$ cat config.mk
export PLATFORM = sky130hd
export DESIGN_NAME = pid_sequencer
export DESIGN_NICKNAME = d
export VERILOG_FILES = /design/src/rtl/pid_sequencer.sv
export SDC_FILE = /design/constraint.sdc
export NUM_CORES = 1
export LEC_CHECK = 0
export BUFFER_PORTS_ARGS = -buffer_cell sky130_fd_sc_hd__buf_2
export CORE_MARGIN = 5
export CORE_UTILIZATION = 58
export CTS_CLUSTER_DIAMETER = 120
export DETAILED_ROUTE_END_ITERATION = 10
export GPL_TIMING_DRIVEN = 0
export PLACE_DENSITY = 0.89
export SLEW_MARGIN = 25
export SYNTH_ARGS = -nofsm -noshare
export SYNTH_HDL_FRONTEND = slang
export SYNTH_SLANG_ARGS = --single-unit
export TNS_END_PERCENT = 5
$ cat constraint.sdc
create_clock -name clk -period 7.7 [get_ports clk]
set_input_delay 0.385 -clock clk [delete_from_list [all_inputs] [get_ports clk]]
set_output_delay 0.385 -clock clk [all_outputs]
set_load 0.02 [all_outputs]
$ cat src/rtl/pid_sequencer.sv
// ---------------------------------------------------------------------------
// pid_sequencer
//
// Purpose:
//   Runs the sampling loop of a temperature controller. A free-running
//   period timer issues ticks. On each tick the sequencer requests one
//   sample from the sensor interface. It then range-checks the sample and
//   pulses the PID datapath with the accepted value. One cycle later it
//   latches the PID result as the actuator command. A sensor that stays
//   silent, or that keeps reporting out-of-window values, drives the
//   actuator to a safe command. The sequencer then holds in FAULT until
//   run is dropped.
//
// Ports:
//   clk           in   1   system clock (the only clock)
//   rst_n         in   1   synchronous, active-low reset
//   run           in   1   level, 1 = sequencing active
//   period        in   16  sample period in clk cycles (values < 8 act as 8)
//   sensor_req    out  1   sample request, high in every REQ cycle
//   sensor_valid  in   1   sensor_data valid this cycle
//   sensor_data   in   16  signed Q8.8 temperature
//   pid_enable    out  1   single-cycle enable pulse to the PID datapath
//   pid_feedback  out  16  registered signed Q8.8 feedback to the PID
//   pid_out       in   16  signed Q8.8 PID result
//   cmd_out       out  16  registered signed Q8.8 actuator command
//   cmd_valid     out  1   one-cycle pulse when cmd_out updates
//   sensor_fault  out  1   sticky fault flag (cleared by run=0)
//   overrun       out  1   sticky: a tick arrived while a sample was busy
//   sample_cnt    out  16  captured-sample counter (PID_SEQ_STATS_EN only)
//
// Configuration:
//   Define PID_SEQ_STATS_EN to add the sample_cnt output and its counter.
//   Without the macro the port and its logic are absent. All other
//   behaviour is identical in both builds.
// ---------------------------------------------------------------------------
module pid_sequencer #(
  parameter int          TIMEOUT   = 255,      // max REQ cycles without a transfer
  parameter logic [15:0] SAFE_CMD  = 16'h0000, // command driven on fault
  parameter int          BAD_LIMIT = 3,        // consecutive bad samples to fault
  parameter logic [15:0] TEMP_MIN  = 16'hEC00, // -20.0, inclusive
  parameter logic [15:0] TEMP_MAX  = 16'h3200  // +50.0, inclusive
) (
  input  logic        clk,
  input  logic        rst_n,
  input  logic        run,
  input  logic [15:0] period,
  output logic        sensor_req,
  input  logic        sensor_valid,
  input  logic [15:0] sensor_data,
  output logic        pid_enable,
  output logic [15:0] pid_feedback,
  input  logic [15:0] pid_out,
  output logic [15:0] cmd_out,
  output logic        cmd_valid,
  output logic        sensor_fault,
  output logic        overrun
`ifdef PID_SEQ_STATS_EN
  ,
  output logic [15:0] sample_cnt
`endif
);

  typedef enum logic [2:0] {
    IDLE,
    WAIT_TICK,
    REQ,
    ENABLE,
    CAPTURE,
    FAULT
  } state_t;

  state_t      state;
  logic [15:0] timer;     // period down-counter
  logic [15:0] wait_cnt;  // REQ cycles already spent without a transfer
  logic [7:0]  bad_cnt;   // consecutive out-of-range samples

  // -------------------------------------------------------------------------
  // Decode of the current cycle
  // -------------------------------------------------------------------------
  logic [15:0] reload;
  logic        tick;
  logic        busy;
  logic        in_range;
  logic [7:0]  bad_next;
  logic        bad_hit;
  logic        wait_done;
  logic        to_fault;

  // NOTE: every signal gets a default at the top of the block so no path
  // can leave it unassigned, which would otherwise infer a latch.
  always_comb begin
    reload    = ((period < 16'd8) ? 16'd8 : period) - 16'd1;
    // The timer only produces ticks once sequencing has left IDLE. A tick
    // in FAULT is harmless because FAULT ignores it.
    tick      = (state != IDLE) && (timer == 16'd0);
    busy      = (state == REQ) || (state == ENABLE) || (state == CAPTURE);
    // Both bounds are inclusive, and the window compare is signed Q8.8.
    in_range  = ($signed(sensor_data) >= $signed(TEMP_MIN)) &&
                ($signed(sensor_data) <= $signed(TEMP_MAX));
    bad_next  = bad_cnt + 8'd1;
    bad_hit   = (bad_next >= 8'(BAD_LIMIT));
    // wait_cnt counts completed REQ cycles. When it reaches TIMEOUT-1, the
    // current cycle is the last one permitted.
    wait_done = (wait_cnt >= 16'(TIMEOUT - 1));
    // A transfer on the last permitted cycle is judged on its data, so it
    // wins over the timeout.
    to_fault  = (state == REQ) &&
                (sensor_valid ? (!in_range && bad_hit) : wait_done);
  end

  // -------------------------------------------------------------------------
  // Period timer: reloads on zero and runs only while run=1.
  // -------------------------------------------------------------------------
  // NOTE: sequential state uses non-blocking assignments only. All
  // registers then update together at the edge, whatever the order of the
  // statements.
  always_ff @(posedge clk) begin
    if (!rst_n) begin
      timer <= 16'd0;
    end else if (!run) begin
      timer <= 16'd0;
    end else if (state == IDLE || tick) begin
      timer <= reload;
    end else begin
      timer <= timer - 16'd1;
    end
  end

  // -------------------------------------------------------------------------
  // Sequencer FSM with registered outputs.
  // Each strobe is written for the cycle the FSM enters:
  //   sensor_req  is high throughout REQ,
  //   pid_enable  is high in ENABLE,
  //   cmd_valid   is high in CAPTURE and in the first FAULT cycle.
  // -------------------------------------------------------------------------
  always_ff @(posedge clk) begin
    if (!rst_n) begin
      state        <= IDLE;
      wait_cnt     <= 16'd0;
      bad_cnt      <= 8'd0;
      sensor_req   <= 1'b0;
      pid_enable   <= 1'b0;
      pid_feedback <= 16'd0;
      cmd_out      <= SAFE_CMD;
      cmd_valid    <= 1'b0;
      sensor_fault <= 1'b0;
      overrun      <= 1'b0;
    end else begin
      // Strobes default low; the case below raises them where needed.
      sensor_req <= 1'b0;
      pid_enable <= 1'b0;
      cmd_valid  <= 1'b0;

      if (!run) begin
        // Abort from any state. cmd_out and pid_feedback keep their values.
        state        <= IDLE;
        wait_cnt     <= 16'd0;
        bad_cnt      <= 8'd0;
        sensor_fault <= 1'b0;
        overrun      <= 1'b0;
      end else begin
        // A tick during a sample in flight is dropped, not queued.
        if (tick && busy) begin
          overrun <= 1'b1;
        end

        unique case (state)
          IDLE: begin
            state <= WAIT_TICK;
          end

          WAIT_TICK: begin
            if (tick) begin
              state      <= REQ;
              sensor_req <= 1'b1;
              wait_cnt   <= 16'd0;
            end
          end

          REQ: begin
            if (to_fault) begin
              state        <= FAULT;
              sensor_fault <= 1'b1;
              cmd_out      <= SAFE_CMD;
              cmd_valid    <= 1'b1;
              if (sensor_valid) begin
                bad_cnt <= bad_next;
              end
            end else if (sensor_valid && in_range) begin
              state        <= ENABLE;
              pid_feedback <= sensor_data;
              pid_enable   <= 1'b1;
              bad_cnt      <= 8'd0;
            end else if (sensor_valid) begin
              // Out-of-window sample, still below the limit: skip this
              // period and keep the previous feedback.
              state   <= WAIT_TICK;
              bad_cnt <= bad_next;
            end else begin
              sensor_req <= 1'b1;
              wait_cnt   <= wait_cnt + 16'd1;
            end
          end

          ENABLE: begin
            // The PID sees pid_enable during this cycle. Its result is
            // latched here, so cmd_valid follows the transfer by 2 cycles.
            state     <= CAPTURE;
            cmd_out   <= pid_out;
            cmd_valid <= 1'b1;
          end

          CAPTURE: begin
            state <= WAIT_TICK;
          end

          FAULT: begin
            // Held until run drops.
            state <= FAULT;
          end

          default: begin
            state <= IDLE;
          end
        endcase
      end
    end
  end

`ifdef PID_SEQ_STATS_EN
  // -------------------------------------------------------------------------
  // Optional statistics: counts capture pulses and wraps at 16 bits. A
  // fault pulse is not counted.
  // -------------------------------------------------------------------------
  always_ff @(posedge clk) begin
    if (!rst_n || !run) begin
      sample_cnt <= 16'd0;
    end else if (state == CAPTURE && cmd_valid) begin
      sample_cnt <= sample_cnt + 16'd1;
    end
  end
`endif

endmodule

Yosys cells after proc, flatten, opt, wreduce, memory -nomap -nowiden:

Cells that the tools add are included.

* register bits: 80
* input port bits: 52
* logic and storage cells: 84

* reduce and logical (&&, ||, !) cells: 23
* add/subtract/negate cells: 4
* mux-type cells: 26
* bitwise logic cells: 4
* equal/unequal tests: 11
* $lt $le $gt $ge: 5

Operators with widths (number)
* $mux W16: 7
* $pmux W16 S2: 2
* $sub A16 B1 Y16 const B: 2
* $mux W8: 3
* $add A16 B1 Y16 const B: 1
* $ge A16 B14 Y1 const B: 1
* $ge A16 B8 Y1 const B: 1
* $le A16 B15 Y1 const B: 1
* $logic_not A16 Y1: 1
* $lt A16 B4 Y1 const B: 1
* $pmux W3 S5: 1
* $mux W3: 4
* $ne A2 B2 Y1 const B: 5
* $add A8 B1 Y8 const B: 1
* $ge A8 B2 Y1 const B: 1
* $mux W1: 7
* $eq A3 B2 Y1 const B: 2
* $eq A3 B3 Y1 const B: 2
* $logic_and A1 B1 Y1: 6
* $reduce_and A2 Y1: 3
* $reduce_and A5 Y1: 1
* $ne A4 B3 Y1 const B: 1
* $not A1 Y1: 4
* $pmux W1 S2: 2
* other kinds (10): 13

Depth between registers and ports, before layout:

* depth after elaboration: 8
* depth in mapped cells: 13

Worst setup path after synthesis:

Ideal clock, no wire load.

* path kind: input port to flip-flop
* start: input port period[11]
* end: register timer[14]
* stages: 11
* buffers on the path: 0
* required time: 7.630 ns
* path slack: 4.429 ns
* arrival time: 3.201 ns
* path through: nor4_1 > nand4_1 > o21a_1 > a22oi_1 > ha_1 > nor3b_1 > o211ai_1 > or3_1 > a21o_1 > or3_1 > a21oi_1

* longest elaborated chain between the ends: 4

RTL lines
* start: declaration: RTL line 46 `input logic [15:0] period,`
* $lt A16 B4 Y1: RTL line 92 `reload = ((period < 16'd8) ? 16'd8 : period) - 16'd1;`
* $mux W16 (*): RTL line 92
* $sub A16 B1 Y16 (*): RTL line 92
* $mux W16 (*): RTL line 122 `end else if (state == IDLE || tick) begin`
* end signal: assignment: RTL line 123 `timer <= reload;`
* end signal: assignment: RTL line 125 `timer <= timer - 16'd1;`
* end: declaration: RTL line 73 `logic [15:0] timer;`

Every way passes the cells marked *; elsewhere a longest branch is shown, timed or not.
A chain may end at the register's enable or synchronous reset.

Final worst setup path:

* start: input port period[8]
* end: register timer[14]

Same word-level chain as after synthesis.

==> qor.yml <==
power:
  p_per_area_nw_per_um2: 187
  irDropWorstVdd_mv: 0.165
  p_int_uw: 644
  p_sw_share_pct: 25.5
  comb_power_share_pct: 11.2
  share_of_power_burned_in_registers_pct: 49.3
  power.leakage_uw: 0.00203
  p_sw_uw: 220
  power_frac_clock_pct: 39.5
setup_path:
  critical_path_class: "primary input to flop"
  critPathBufInv: 1
  worst_setup_path_start_kind: "primary input"
  critical_path.slowest_cell: "sky130_fd_sc_hd__nor4_1"
  critical_path.top_delay_family: "simple AND/OR/NAND/NOR gates"
  critical_path.max_stage_delay_ns: 0.80
  worstPathMaxFanout: 6
  r2r_slack_ns: 3.98
  crit_path_cell_trace: "buf_2, nor4_1, nand4_1, o21a_1, a22oi_1, ha_1, nor3b_1, o211ai_1, or3_1, a21o_1, or3_1, a21oi_1"
  most_repeated_library_cell_on_the_critical_path: "sky130_fd_sc_hd__or3_1"
  arrival_ns: 4.04
  crit_required_ns: 7.98
  worstSetupEndpointType: "flop"
routing:
  drc: 0
  routed_via_count: 3714
  drtPass1Iterations: 8
  drt_first_iter_violations: 341
  wirelength_um: 9800
  postRouteAntennaNets: 0
  post_drt_via_cell_ratio: 6.16
  post_drt_wl_per_cell_um: 16.3
logic_synthesis:
  yosys.area.top_type: "sky130_fd_sc_hd__dfxtp_1"
  syn-num-nets: 480
  seq_area_frac_synth_pct: 41.5
  synth_cells: 423
  synth-edff-count: 0
  synth_top_area_share_pct: 41.5
  synth_cell_type_count: 58
  yosysWarningCount: 0
  synth.ff_latch_count: 80
  synth_flop_cell: "sky130_fd_sc_hd__dfxtp_1"
  syn-cell-area_um2: 3860
  synth-async-reset-ratio_pct: 0
  synthTopCellsByArea: "sky130_fd_sc_hd__dfxtp_1, sky130_fd_sc_hd__mux2i_1, sky130_fd_sc_hd__nor2_1, sky130_fd_sc_hd__a32o_1, sky130_fd_sc_hd__xor2_1"
  avgSynthCellArea_um2: 9.13
place:
  placer_s_final_routability_congestion_estimate: 0.906
  detailed_place.area_um2: 4390
  io_buffer_count: 87
  post-dp-hpwl_um: 7230
layout:
  layout_common_cells: "sky130_fd_sc_hd__buf_2, sky130_fd_sc_hd__dfxtp_1, sky130_fd_sc_hd__nor2_1"
  final_nets: 578
  area.growth.synth_to_final_pct: 19.5
  antenna_diode_count: 0
  drive_gt1_share_pct: 23.2
  layout.cells.most_common: "sky130_fd_sc_hd__buf_2"
  final_area_um2: 4610
cts:
  clockRootBuffer: "sky130_fd_sc_hd__clkbuf_8"
  tritoncts: "yes"
  cts_repair_resize_count: 0
  clkSlewWorstSetupHoldPaths_ns: 0.09
  clk_path_buf_depth: 2
  clock_sink_count: 80
  number_of_setup_buffers_added_after_cts: 0
  clkLatencyLatePin_ns: 0.35
  cts.hold.buffers_added: 0
  clock_tree.htree_level_count: 3
  cts-buffers-inserted: 9
timing:
  timing.final.setup_violations: 0
  grt_setup_unrepaired: "no"
  finalCriticalPeriod_ns: 3.76
  timing_max_transition_violations_final: 0
  finClkSkew_ns: 0.00706
  maximum_clock_rate_mhz: 266
  worst_slew_margin_rel_pct: 37.6
  timing_worst_slew_pin_value_ns: 0.928
  min_period_over_period_pct: 48.8
  setup_total_negative_slack_ns: 0
  total_count_of_hold_check_failures_in_the_final_report: 0
floorplan:
  fp.dieArea_um2: 8390
  die-height_um: 91.6
  floorplan.core_area_um2: 6420
  horizontal_die_dimension_um: 91.6
  std_cell_rows: 29
  initial_core_util_pct: 60.1
  top_level_ports: 89
run:
  max_cap_violations: 0
min_path:
  timing.hold.worst.class: "primary input to flop"
grt:
  number_of_antenna_violations_at_the_first_check_in_global_routing: 0
  first_global_vias: 3382
  grt_remaining_overflow: 0
  grt_pass1_wl_um: 15900
  grt_max_degree: 15
  groute.usage.overall_pct: 23.0
run_status:
  result_of_the_run: "complete, no violations"
[stage by stage]
step | util (%) | total power (uW) | setup slack (ns) | hold WS [ns] | cells
after floorplan | - | 495 | 4.43 | 0.420 | 423
after global placement | 68.4 | 527 | 3.81 | 0.435 | 587
after detailed placement | 68.4 | 530 | 3.72 | 0.445 | 587
after CTS | 71.8 | 868 | 4.03 | 0.224 | 603
after global routing | 71.8 | 897 | 3.72 | 0.232 | 603
final | 71.8 | 864 | 3.94 | 0.236 | 603
[final timing paths]
check	depth (start not counted)	endpoint	from
min	2	cmd_out[11]	pid_out[11]
max	12	timer[14]	period[8]
min reg2reg	1	wait_cnt[14]	wait_cnt[14]
max reg2reg	12	timer[14]	timer[10]
[cells by family after synthesis]
kind of cell    synth area share [%]
mux                             7.13
buf+inv                         2.95
compound gates                  18.0
simple gates                    25.2
flops                           41.5
fa+ha+maj                       1.62
xor+xnor                        3.63
[worst reg2reg max path, stage by stage, from the launching register on]
cell,delay (ns)
sky130_fd_sc_hd__dfxtp_1,0.35
sky130_fd_sc_hd__nor3_1,0.43
sky130_fd_sc_hd__nand4_1,0.30
sky130_fd_sc_hd__nor2_1,0.20
sky130_fd_sc_hd__nor2_1,0.16
sky130_fd_sc_hd__a22oi_1,0.27
sky130_fd_sc_hd__ha_1,0.32
sky130_fd_sc_hd__nor3b_1,0.33
sky130_fd_sc_hd__o211ai_1,0.18
sky130_fd_sc_hd__or3_1,0.35
sky130_fd_sc_hd__a21o_1,0.23
sky130_fd_sc_hd__or3_1,0.37
sky130_fd_sc_hd__a21oi_1,0.16
[state kept, by name (all words and copies together) (netlist names)]
signal / flops
timer: 16
sensor_req: 1
sensor_fault: 1
overrun: 1
state: 3
cmd_out: 16
pid_enable: 1
wait_cnt: 16
cmd_valid: 1
pid_feedback: 16
bad_cnt: 8
[per-layer routing]
layer  track usage, %  vias up  part of all wire [%]
li1                 -     1773                     -
met1             29.1     1774                    42
met2             38.5      145                    50
met3             5.62       22                   6.4
met4             7.66        0                   1.7
met5                0        -                     0
[synth_stat cells, drive strengths merged, types with 4 or more instances]
library cell and count:
dfxtp 80, mux2 4, nor2b 17, nor3 16
ha 5, nand3 11, or3 7, nand2b 5
nand2 18, nor2 44, a21o 4, and3 10
mux2i 23, buf 6, and2 11, a211oi 7
a21oi 20, a32o 16, a31oi 9, xor2 14
nor4 14, clkbuf 13, o21ai 16, or4 6
nand4 4
[power groups by stage]
stage               clock (uW)  sequential, uW  combinational (uW)
finish                     341             426                96.7
global route               364             427                 107
CTS                        347             426                95.2
detailed placement           0             436                94.3
global placement             0             435                92.1
floorplan                    0             434                60.9
[cell type report]
class                           instances  area [um2]
Sequential cell                        80        1600
Multi-Input combinational cell        321        2140
Clock buffer                           10         128
Tap cell                               77        96.3
Clock inverter                          6        92.6
Buffer                                 19         103
Fill cell                             481        1810
Timing Repair Buffer                   87         435
Inverter                                3        11.3
No activity file was read; power rests on OpenSTA's default activity.
